**src/rtl/chan_delay_line.sv**
```systemverilog
//------------------------------------------------------------------------------
// Module      : chan_delay_line
// Description : Per-channel delay line for a time-division multichannel
//               datapath. Holds one SIZE-bit word per channel slot across a
//               frame of DEPTH slots, advancing only on the en strobe, and
//               reports the channel slot, frame wrap and fill status of Y.
//               Optional feature macro: DELAY_TAP_EN (adds tap_sel / TAP).
// Revision    : 1.0 - initial release
//------------------------------------------------------------------------------
`default_nettype none
`timescale 1ns/1ps

module chan_delay_line #(
  parameter int              SIZE   = 16,
  parameter int              DEPTH  = 32,
  parameter logic [SIZE-1:0] RSTVAL = '0,
  parameter int              CW     = $clog2(DEPTH)
) (
  input  logic            clk,
  input  logic            reset,
  input  logic            scan_in0,
  input  logic            scan_enable,
  input  logic            test_mode,
  input  logic            en,
  input  logic            init,
  input  logic [SIZE-1:0] X,
`ifdef DELAY_TAP_EN
  input  logic [CW-1:0]   tap_sel,
  output logic [SIZE-1:0] TAP,
`endif
  output logic [SIZE-1:0] Y,
  output logic [CW-1:0]   chan,
  output logic            frame,
  output logic            valid,
  output logic            scan_out0
);

  // Fill counter must be able to hold DEPTH itself (saturation value).
  localparam int            FW        = $clog2(DEPTH + 1);
  localparam logic [CW-1:0] LAST_CHAN = CW'(DEPTH - 1);
  localparam logic [FW-1:0] FILL_MAX  = FW'(DEPTH);
  localparam logic [FW-1:0] FILL_LAST = FW'(DEPTH - 1);

  // Stage 0 is the newest word; stage DEPTH-1 doubles as the Y register.
  logic [SIZE-1:0] stage_q [DEPTH];

  logic [CW-1:0] chan_q,  chan_d;
  logic          frame_q, frame_d;
  logic          valid_q, valid_d;
  logic [FW-1:0] fill_q,  fill_d;

  // Scan pins are placeholders for later scan insertion.
  logic w_unused_scan;
  assign w_unused_scan = scan_in0 ^ scan_enable ^ test_mode;

  // Next-state for slot tracking; frame defaults low so it is a single pulse.
  always_comb begin
    chan_d  = chan_q;
    frame_d = 1'b0;
    valid_d = valid_q;
    fill_d  = fill_q;
    if (en) begin
      chan_d  = (chan_q == LAST_CHAN) ? '0 : chan_q + CW'(1);
      frame_d = (chan_q == LAST_CHAN);
      if (fill_q != FILL_MAX) begin
        fill_d = fill_q + FW'(1);
      end
      valid_d = (fill_q >= FILL_LAST);
    end
  end

  // Slot-tracking registers; init takes priority over a coincident strobe.
  always_ff @(posedge clk or posedge reset) begin
    if (reset) begin
      chan_q  <= '0;
      frame_q <= 1'b0;
      valid_q <= 1'b0;
      fill_q  <= '0;
    end else if (init) begin
      chan_q  <= '0;
      frame_q <= 1'b0;
      valid_q <= 1'b0;
      fill_q  <= '0;
    end else begin
      chan_q  <= chan_d;
      frame_q <= frame_d;
      valid_q <= valid_d;
      fill_q  <= fill_d;
    end
  end

  // Shift register: one position per strobe, cleared by reset or init.
  always_ff @(posedge clk or posedge reset) begin
    if (reset) begin
      for (int i = 0; i < DEPTH; i++) begin
        stage_q[i] <= RSTVAL;
      end
    end else if (init) begin
      for (int i = 0; i < DEPTH; i++) begin
        stage_q[i] <= RSTVAL;
      end
    end else if (en) begin
      stage_q[0] <= X;
      for (int i = 1; i < DEPTH; i++) begin
        stage_q[i] <= stage_q[i-1];
      end
    end
  end

`ifdef DELAY_TAP_EN
  logic [SIZE-1:0] tap_q, tap_d;

  // Tap mux; out-of-range selects (non-power-of-two DEPTH) read RSTVAL.
  always_comb begin
    tap_d = RSTVAL;
    if (int'(tap_sel) < DEPTH) begin
      tap_d = stage_q[tap_sel];
    end
  end

  // Registered tap, sampled every clock regardless of en.
  always_ff @(posedge clk or posedge reset) begin
    if (reset) begin
      tap_q <= RSTVAL;
    end else if (init) begin
      tap_q <= RSTVAL;
    end else begin
      tap_q <= tap_d;
    end
  end

  assign TAP = tap_q;
`endif

  assign Y         = stage_q[DEPTH-1];
  assign chan      = chan_q;
  assign frame     = frame_q;
  assign valid     = valid_q;
  assign scan_out0 = 1'b0;

endmodule

`default_nettype wire
```
**config.mk**
```make
export PLATFORM = sky130hd
export DESIGN_NAME = chan_delay_line
export DESIGN_NICKNAME = d
export VERILOG_FILES = /design/src/rtl/chan_delay_line.sv
export SDC_FILE = /design/constraint.sdc
export NUM_CORES = 1
export LEC_CHECK = 0
export ABC_AREA = 1
export CAP_MARGIN = 20
export CORE_ASPECT_RATIO = 1.25
export CORE_MARGIN = 10
export CORE_UTILIZATION = 50
export DETAILED_ROUTE_END_ITERATION = 6
export GPL_TIMING_DRIVEN = 1
export PLACE_DENSITY = 0.65
export SLEW_MARGIN = 20
export SYNTH_ARGS = -nofsm -noshare
export SYNTH_HDL_FRONTEND = slang
export SYNTH_SLANG_ARGS = --single-unit
```
**constraint.sdc**
```tcl
create_clock -name clk -period 39.1 [get_ports clk]
set_clock_uncertainty 0.2 [all_clocks]
set_input_delay 7.82 -clock clk [delete_from_list [all_inputs] [get_ports clk]]
set_output_delay 7.82 -clock clk [all_outputs]
set_load 0.02 [all_outputs]
```
Word level (Yosys, flattened, before mapping) --
Cells that the tools add are included.
Word-level totals: logic and storage cells 56, output and inout bits 24, bits in registers 525, input bits 23
Operators by class: equality and inequality tests 2, order comparisons 1, multiplexer cells 12, $add $sub $neg 2, reductions and logical operators 3
Operator list (number):
- $mux 512 | 2
- $mux 6 | 3
- $mux 5 | 3
- $add 6x1->6 const B | 1
- $ge 6x5->1 const B | 1
- $ne 6x6->1 const B | 1
- $add 5x1->5 const B | 1
- $eq 5x5->1 const B | 1
- $mux 1 | 4
- $reduce_bool 2->1 | 2
- $reduce_and 2->1 | 1

Logic depth before layout (Yosys ltp) --
Gate-level depths: netlist of run 1.
depth in word-level cells 4, mapped depth 8, gate-level depth less buffers 8

Worst setup path after synthesis of run 1 --
No wires, ideal clock.
path kind input to register, start input port en, end register stage_q[216] (netlist bit), data arrival time 8.546 ns, path slack 30.275 ns, stages on the path 7, buffers on the path 3, data required time 38.820 ns, library setup time 0.080 ns, path through inv_2 > nor2_2 > inv_2 > buf_6 > buf_6 > buf_4 > o22ai_2
On the way: cells in the longest elaborated chain, start to end 1
Ends and longest elaborated chain:
- start: declaration | line 24 | input logic en,
- $reduce_bool 2->1 (no source line)
- end signal: indexed assignment | line 105 | stage_q[i] <= stage_q[i-1];
- end: declaration | line 45 | logic [SIZE-1:0] stage_q [DEPTH];
No other way between the ends. A chain may end at the register's enable or synchronous reset.

Worst setup path in the final report of run 1 --
start input port init, end register stage_q[452] (netlist bit)
On the way: cells in the longest elaborated chain, start to end 1, elaborated cells on any way between the ends 2, classes of those cells 1 x mux; 1 x reduce/logical
Ends and longest elaborated chain:
- start: declaration | line 25 | input logic init,
- $mux 512 / $reduce_bool 2->1 (equally long branches)
Several ways; a longest one is shown, not always the timed one.

==> results of run 1 <==
[routing by layer]
metal  wire (um)  up-vias  global-route usage
met5           0        -                   0
met4         804        0              0.0425
met3        1020       57              0.0235
met2       16400      105               0.224
met1       14700     6037               0.161
li1            -     5747                   -
[worst paths after layout]
check	cells past startpoint	slack, ns	to
max	7	27.84	stage_q[452]
min	2	0.29	Y[9]
max reg2reg	8	37.45	chan[2]
min reg2reg	2	0.29	Y[9]
max in group asynchronous	5	28.79	stage_q[94]
min in group asynchronous	2	7.44	stage_q[484]
[layout make-up]
type / count / area, um^2
flip-flops and latches: 525 / 13100
fillers: 3538 / 18600
well taps: 559 / 699
clock buffers: 74 / 1540
multi-input cells: 608 / 5420
inverters: 512 / 1940
repair buffers: 59 / 584
clock inverters: 19 / 224
[worst register-to-register path: cells and delay by family, from the launching register on]
family          cells  cell delay [ns]
buf+inv             2             0.16
fa+ha+maj           2             0.39
flops               1             0.42
compound gates      1             0.18
simple gates        3             0.23
[state kept, by name (all words and copies together) (netlist names)]
signal / flops
Y: 16
chan: 5
fill_q: 6
frame: 1
stage_q: 496
valid: 1
[power by group through the flow]
stage	clock [mW]	combinational, mW	sequential [mW]
floorplan	0	0.0388	0.557
global placement	0	0.0454	0.556
detailed placement	0	0.0462	0.557
CTS	0.520	0.0463	0.546
global route	0.540	0.0503	0.546
finish	0.502	0.0452	0.547
[metrics by stage]
stage / area (um^2) / setup slack, ns / utilization / instances
after floorplan: 21400 / 16.41 / - / 1776
after global placement: 21700 / 27.34 / 0.516 / 2262
after detailed placement: 21700 / 27.34 / 0.516 / 2262
after CTS: 23500 / 27.93 / 0.558 / 2355
after global routing: 23500 / 27.65 / 0.559 / 2356
final: 23500 / 27.84 / 0.559 / 2356
[cells in the final DEF (no fill, tap or decap), drive strengths merged]
cell	synthesis	layout
dfrtp	525	525
inv	512	512
o22ai	480	480
clkbuf	6	74
nand2	58	58
clkdlybuf4s50	0	42
o21ai	40	40
buf	125	17
clkinv	0	14
nand3	10	10
nor2	9	9
bufinv	0	5
ha	4	4
a21oi	2	2
o21bai	1	1
a22o	1	1
a21o	1	1
xor2	1	1
conb	1	1
[cells by family (layout without fill, tap and decap cells)]
| logic type | count (synthesis) | in the layout |
|---|---|---|
| xor gates and xnor gates | 1 | 1 |
| other | 1 | 1 |
| and+or+nand+nor | 77 | 77 |
| DFF | 525 | 525 |
| buffers and inverters | 643 | 664 |
| adders and majority gates | 4 | 4 |
| AOI/OAI and AO/OA | 525 | 525 |
==> results_dict.tcl, run 1 <==
set metrics [dict create \
    status "finished, final reports clean" \
    crit_start "init" \
    synth_xor_area_frac 0.000410 \
    tightestPinTransition_ns 1.10 \
    setup_violations 0 \
    cp_data_required_time_ns 39.29 \
    ant_nets 0 \
    track_usage 0.130 \
    path_max_fanout 122 \
    synth_most_common_cell "dfrtp_1" \
    cp-start-kind "input pin" \
    internal-power_mw 0.860 \
    muxShareOfSynthArea 0 \
    firstDrtPassIters 6 \
    initial_core_util 0.507 \
    synthAdderAreaFrac 0.00234 \
    place_hpwl_um 18000 \
    max_stage_delay_ns 0.97 \
    p_leak_nw 9.49 \
    wl_per_cell_um 14.0 \
    slowest_stage "buf_4" \
    path_class "in -> reg" \
    cp-end-kind "register" \
    switching_share 0.214 \
    tns_ns 0 \
    synthTopCellsByArea "dfrtp_1 61%, o22ai_2 17%, inv_1 8.9%" \
    switching_power_mw 0.234 \
    grt-ovfl-total 0 \
    synthCells 1776 \
    cts_hold_buf 0 \
    die_h_um 251 \
    drv_cap 0 \
    relSlewSlack 0.269 \
    yosys-top-cells-count "525 x dfrtp_1, 509 x inv_1, 288 x o22ai_2" \
    drt-total-wl_um 33000 \
    slew_violations 0 \
    crit_path_cell_trace "clkdlybuf4s50_1 > nor2_2 > buf_4 > inv_8 > buf_4 > buf_4 > o22ai_2" \
    cp.buffers_inverters 5 \
    syn-num-nets 1803 \
    power.density_nw_per_um2 46.5 \
    fp-row-count 84 \
    drtIter0Drc 697 \
    area_growth_pct 10.1 \
    die_x_um 205 \
    cts.sinks 525 \
    routabilityCongestion 0.714 \
    finalHoldViolCount 0 \
    grt_max_degree 179 \
    cts.clk_slew.worst_paths_ns 0.06 \
    portBuffers 42 \
    r2r-start "chan[0]" \
    vias_per_cell 5.07 \
    ys_ff_latch 525 \
    insertion_delay_ns 0.56 \
    hold-worst-slack_ns 0.290 \
    synth-simple-area-share 0.0143 \
    seqPwrFrac 0.500 \
    irDropWorstVdd_mv 0.0339 \
    io_pins 47 \
    syn_area_um2 21400 \
    num_vias 11900 \
    min_from "Y[9]" \
    comb_power_share 0.041 \
    synth.avg_cell_area_um2 12.0 \
    critical_path.top_delay_family "buffers and inverters" \
    power.total_mw 1.09 \
    grt_pass1_wl_um 57800 \
    cp.arrival_ns 11.46 \
    core_area_um2 42100 \
    crit_top_cell "buf_4" \
    cts_buffer_depth 3 \
    synth_cell_type_count 22 \
    hp-class "reg -> reg" \
    drcViolationCount 0 \
    cts_root_buffer "clkbuf_16" \
    drive_above_1_share 0.220 \
    synth_top_family_by_area "compound AO/OA/AOI/OAI gates" \
    power_frac_clock 0.459 \
    synth-seq-area-share 0.615 \
    fin_crit_sh 0.288 \
    fmax_ghz 0.0888 \
    fin_crit_ns 11.26 \
    diodes 0 \
    synth_edf_count 0 \
    ys_warn_count 0 \
    synth_top_flop_cell "dfrtp_1" \
    htree_levels 2 \
    antenna_found_initial 0 \
    cts_buffers 52 \
    synth_top_area_cell "dfrtp_1" \
    synth-compound-area-share 0.236 \
    cts_setup_buffers 0 \
    rsz0062_at_grt "no" \
    die-area_um2 51500 \
    cts_tree "done" \
    async_reset_ff_frac 1.00 \
    synth_top_area_frac 0.615 \
    grt_pass1_vias 12400 \
    cts.repair.resized 0 \
    layout.nets 1785 \
]
No activity file was read; power rests on OpenSTA's default activity.
==> run 2: changes to the inputs <==
Clock period 39.1 ns to 11.6 ns, I/O delays scaled along.
==> results_dict.tcl, run 2 (synthesis results as in run 1) <==
set metrics [dict create \
    largest_register_ffs 496 \
    grt_pass1_vias 12000 \
    cp.arrival_ns 5.85 \
    crit_top_cell "buf_4" \
    cts_tree "done" \
    cts_buffer_depth 3 \
    dp_cells 2261 \
    portBuffers 42 \
    num_vias 11900 \
    cts_buffers 51 \
    area_growth_pct 10.1 \
    cts.sinks 525 \
    dr.max_layer_used "met4" \
    cp-start-kind "input pin" \
    path_class "in -> reg" \
    layout.nets 1783 \
    cts_setup_buffers 0 \
    ant_nets 0 \
    cts_root_buffer "clkbuf_16" \
    irDropWorstVdd_mv 0.121 \
    cts_hold_buf 0 \
    internal-power_mw 2.87 \
    initial_core_util 0.507 \
    seqPwrFrac 0.503 \
    firstDrtPassIters 5 \
    htree_levels 2 \
    drcViolationCount 0 \
    fp-row-count 84 \
    largest-register "stage_q" \
    core_area_um2 42100 \
    io_pins 47 \
    drive_above_1_share 0.220 \
    wl_met3_um 1000 \
    wl_per_cell_um 14.1 \
    fin_crit_sh 0.488 \
    reg2reg_slack_ns 9.93 \
    cts.clk_slew.worst_paths_ns 0.06 \
    routabilityCongestion 0.682 \
    grt_max_degree 199 \
    finalHoldViolCount 0 \
    final_common_cell "dfrtp_1" \
    die-area_um2 51500 \
    cp-end-kind "register" \
    cp_data_required_time_ns 11.79 \
    path_max_fanout 198 \
    cts.repair.resized 0 \
    place_hpwl_um 18100 \
    fin_cells 2356 \
    drt-total-wl_um 33300 \
    layout_common_cells "525 x dfrtp_1, 508 x inv_1, 288 x o22ai_2" \
    switching_share 0.218 \
    antenna_found_initial 0 \
    relSlewSlack 0.271 \
    grt_pass1_wl_um 58300 \
    comb_power_share 0.041 \
    die_x_um 205 \
    hp-class "reg -> reg" \
    critical_path.top_delay_family "buffers and inverters" \
    vias_per_cell 5.03 \
    slowest_stage "buf_4" \
    crit_start "init" \
    track_usage 0.131 \
    cp.buffers_inverters 5 \
    rsz0062_at_grt "no" \
    status "finished, final reports clean" \
    power_frac_clock 0.456 \
    power.density_nw_per_um2 156 \
    fmax_ghz 0.177 \
    switching_power_mw 0.798 \
    crit_path_cell_trace "clkdlybuf4s50_1 > nor2_2 > buf_4 > inv_8 > buf_4 > buf_12 > o22ai_1" \
    drv_cap 0 \
    wl_met1_um 15200 \
    r2r-start "chan[0]" \
    max_stage_delay_ns 0.79 \
    grt-ovfl-total 0 \
    diodes 0 \
    tns_ns 0 \
    slew_violations 0 \
    insertion_delay_ns 0.57 \
    fin_crit_ns 5.67 \
    die_h_um 251 \
    tightestPinTransition_ns 1.09 \
    met2_wirelength_um 16400 \
    drtIter0Drc 789 \
    setup_violations 0 \
    p_leak_nw 9.49 \
    min_from "valid" \
]
==> run 2: cell count changes in the layout (fill, tap and decap cells not counted), sizes merged <==
cell	change
clkinv	-6
clkbuf	+10
clkinvlp	+1
buf	-1
bufinv	-4
==> run 2: worst reg2reg max path, stage by stage, from the launching register on <==
cell and delay [ns]:
dfrtp_1 0.42, ha_1 0.23, nand2_1 0.09, nor2_1 0.05
ha_1 0.16, inv_1 0.11, nand3_1 0.10, a21o_1 0.19
inv_1 0.05
==> run 2: worst paths after layout <==
check	to	cells past startpoint
max	stage_q[114]	7
min reg2reg	valid	2
min	valid	2
max in group asynchronous	stage_q[154]	5
min in group asynchronous	stage_q[478]	3
max reg2reg	chan[2]	8
==> run 2: power by group through the flow <==
stage	sequential (mW)	combinational [mW]	clock, mW
floorplan	1.88	0.131	0
global placement	1.88	0.154	0
detailed placement	1.88	0.155	0
CTS	1.84	0.156	1.72
global route	1.84	0.170	1.79
finish	1.84	0.152	1.67
==> run 2: routing by layer <==
metal,GRT usage,vias to the layer above
li1,-,5735
met1,0.178,5958
met2,0.212,106
met3,0.0220,56
met4,0.0400,0
met5,0,-
==> run 2: area by class of cell <==
cell class / count / area [um^2]
fillers: 3519 / 18600
well taps: 559 / 699
repair buffers: 58 / 598
clock inverters: 10 / 93.8
inverters: 512 / 1930
clock buffers: 84 / 1660
multi-input cells: 608 / 5420
flip-flops and latches: 525 / 13100
==> run 2: stage by stage <==
| stage | area (um^2) | hold slack (ns) | setup slack, ns | utilization | power (mW) |
|---|---|---|---|---|---|
| floorplan | 21400 | 0.254 | 1.95 | - | 2.01 |
| finish | 23500 | 0.283 | 5.93 | 0.559 | 3.67 |
| detailed placement | 21800 | 0.277 | 5.38 | 0.516 | 2.03 |
| global route | 23500 | 0.319 | 5.74 | 0.559 | 3.80 |
| CTS | 23500 | 0.292 | 5.99 | 0.558 | 3.72 |
| global placement | 21800 | 0.271 | 5.40 | 0.516 | 2.03 |
==> run 3: changes to the inputs <==
Settings changed: PLACE_DENSITY 0.65 to 0.68.
Clock period 11.6 ns to 4.9 ns, I/O delays scaled along.
==> results_dict.tcl, run 3 (synthesis results as in run 1) <==
set metrics [dict create \
    portBuffers 42 \
    cp-end-kind "register" \
    fin_crit_ns 2.88 \
    core_area_um2 42100 \
    layout_common_cells "525 x dfrtp_1, 508 x inv_1, 288 x o22ai_2" \
    crit_path_cell_trace "clkdlybuf4s50_1 > nor2_2 > buf_4 > inv_8 > buf_12 > o22ai_1" \
    hp-class "reg -> reg" \
    p_leak_nw 9.45 \
    cp.depth 6 \
    irDropWorstVdd_mv 0.270 \
    firstDrtPassIters 6 \
    area_growth_pct 9.95 \
    ant_nets 0 \
    relSlewSlack 0.406 \
    status "finished, final reports clean" \
    cts_hold_buf 0 \
    io_pins 47 \
    track_usage 0.130 \
    crit_start "init" \
    switching_share 0.218 \
    insertion_delay_ns 0.56 \
    ff2ff_path_depth 8 \
    diodes 0 \
    dp_cells 2271 \
    drv_cap 0 \
    switching_power_mw 1.81 \
    cts.repair.resized 0 \
    seqPwrFrac 0.525 \
    power_frac_clock 0.430 \
    grt_max_degree 115 \
    antenna_found_initial 0 \
    cts_buffers 51 \
    path_class "in -> reg" \
    drive_above_1_share 0.213 \
    power.density_nw_per_um2 354 \
    die-area_um2 51500 \
    cp_data_required_time_ns 5.10 \
    finalWorstSetupSlack_ns 2.02 \
    largest-register "stage_q" \
    max_stage_delay_ns 0.53 \
    vias_per_cell 5.08 \
    dp_worst_setup_slack_ns 1.47 \
    cts.clk_slew.worst_paths_ns 0.06 \
    tightestPinTransition_ns 0.890 \
    finalHoldViolCount 0 \
    fmax_ghz 0.347 \
    grt_pass1_wl_um 57900 \
    power.total_mw 8.31 \
    cp.buffers_inverters 4 \
    wl_per_cell_um 13.9 \
    die_x_um 205 \
    comb_power_share 0.045 \
    drt-total-wl_um 32700 \
    hold-worst-slack_ns 0.283 \
    cp-start-kind "input pin" \
    cts_tree "done" \
    fin_crit_sh 0.588 \
    cts_root_buffer "clkbuf_16" \
    cts.sinks 525 \
    place_hpwl_um 18400 \
    initial_core_util 0.507 \
    grt_pass1_vias 12400 \
    num_vias 11900 \
    drcViolationCount 0 \
    r2r-start "chan[0]" \
    fp-row-count 84 \
    routabilityCongestion 0.719 \
    grt-ovfl-total 0 \
    die_h_um 251 \
    setup_violations 0 \
    cp.arrival_ns 3.09 \
    min_from "Y[3]" \
    slowest_stage "clkdlybuf4s50_1" \
    largest_register_ffs 496 \
    min_path_cells 2 \
    rsz0062_at_grt "no" \
    htree_levels 2 \
    path_max_fanout 85 \
    drtIter0Drc 859 \
    slew_violations 0 \
    cts_buffer_depth 3 \
    fin_cells 2353 \
    critical_path.top_delay_family "buffers and inverters" \
    internal-power_mw 6.50 \
    cts_setup_buffers 0 \
    final_common_cell "dfrtp_1" \
    layout.nets 1792 \
]
[run 3: worst paths after layout]
path | end | slack (ns)
hold reg to reg | Y[3] | 0.28
max in group asynchronous | stage_q[226] | 2.71
setup reg to reg | chan[2] | 3.24
setup / recovery | stage_q[259] | 2.02
min in group asynchronous | fill_q[2] | 0.75
hold / removal | Y[3] | 0.28
[run 3: power by group through the flow]
stage                     clock [mW]  combinational, mW  sequential (mW)
after global routing            3.86              0.419             4.36
final                           3.57              0.376             4.36
after detailed placement           0              0.387             4.44
after CTS                       3.69              0.387             4.36
after floorplan                    0              0.311             4.45
after global placement             0              0.385             4.44
[run 3: metal layers]
metal | up-vias | GRT usage | routed length (um)
met4 | 0 | 0.0400 | 758
met1 | 6019 | 0.168 | 14900
met3 | 60 | 0.0225 | 882
met2 | 106 | 0.219 | 16100
met5 | - | 0 | 0
li1 | 5758 | - | -
[run 3: stage by stage]
step | utilization | TNS, ns | area [um^2]
floorplan | - | -1792.44 | 21400
global placement | 0.522 | 0 | 22000
detailed placement | 0.522 | 0 | 22000
CTS | 0.558 | 0 | 23500
global route | 0.558 | 0 | 23500
finish | 0.558 | 0 | 23500
[run 3: area by class of cell]
type | count | area [um^2]
sequential | 525 | 13100
clock buffer | 78 | 1480
tap | 559 | 699
inverter | 512 | 1930
fill | 3468 | 18600
timing repair buffer | 67 | 796
multi-input combinational | 608 | 5420
clock inverter | 4 | 35.0
[run 3: worst register-to-register path: stages (launching register included)]
cell     delay [ns]
dfrtp_1        0.42
ha_1           0.23
nand2_1        0.09
nor2_1         0.05
ha_1           0.16
inv_1          0.11
nand3_1        0.10
a21o_1         0.18
inv_1          0.05
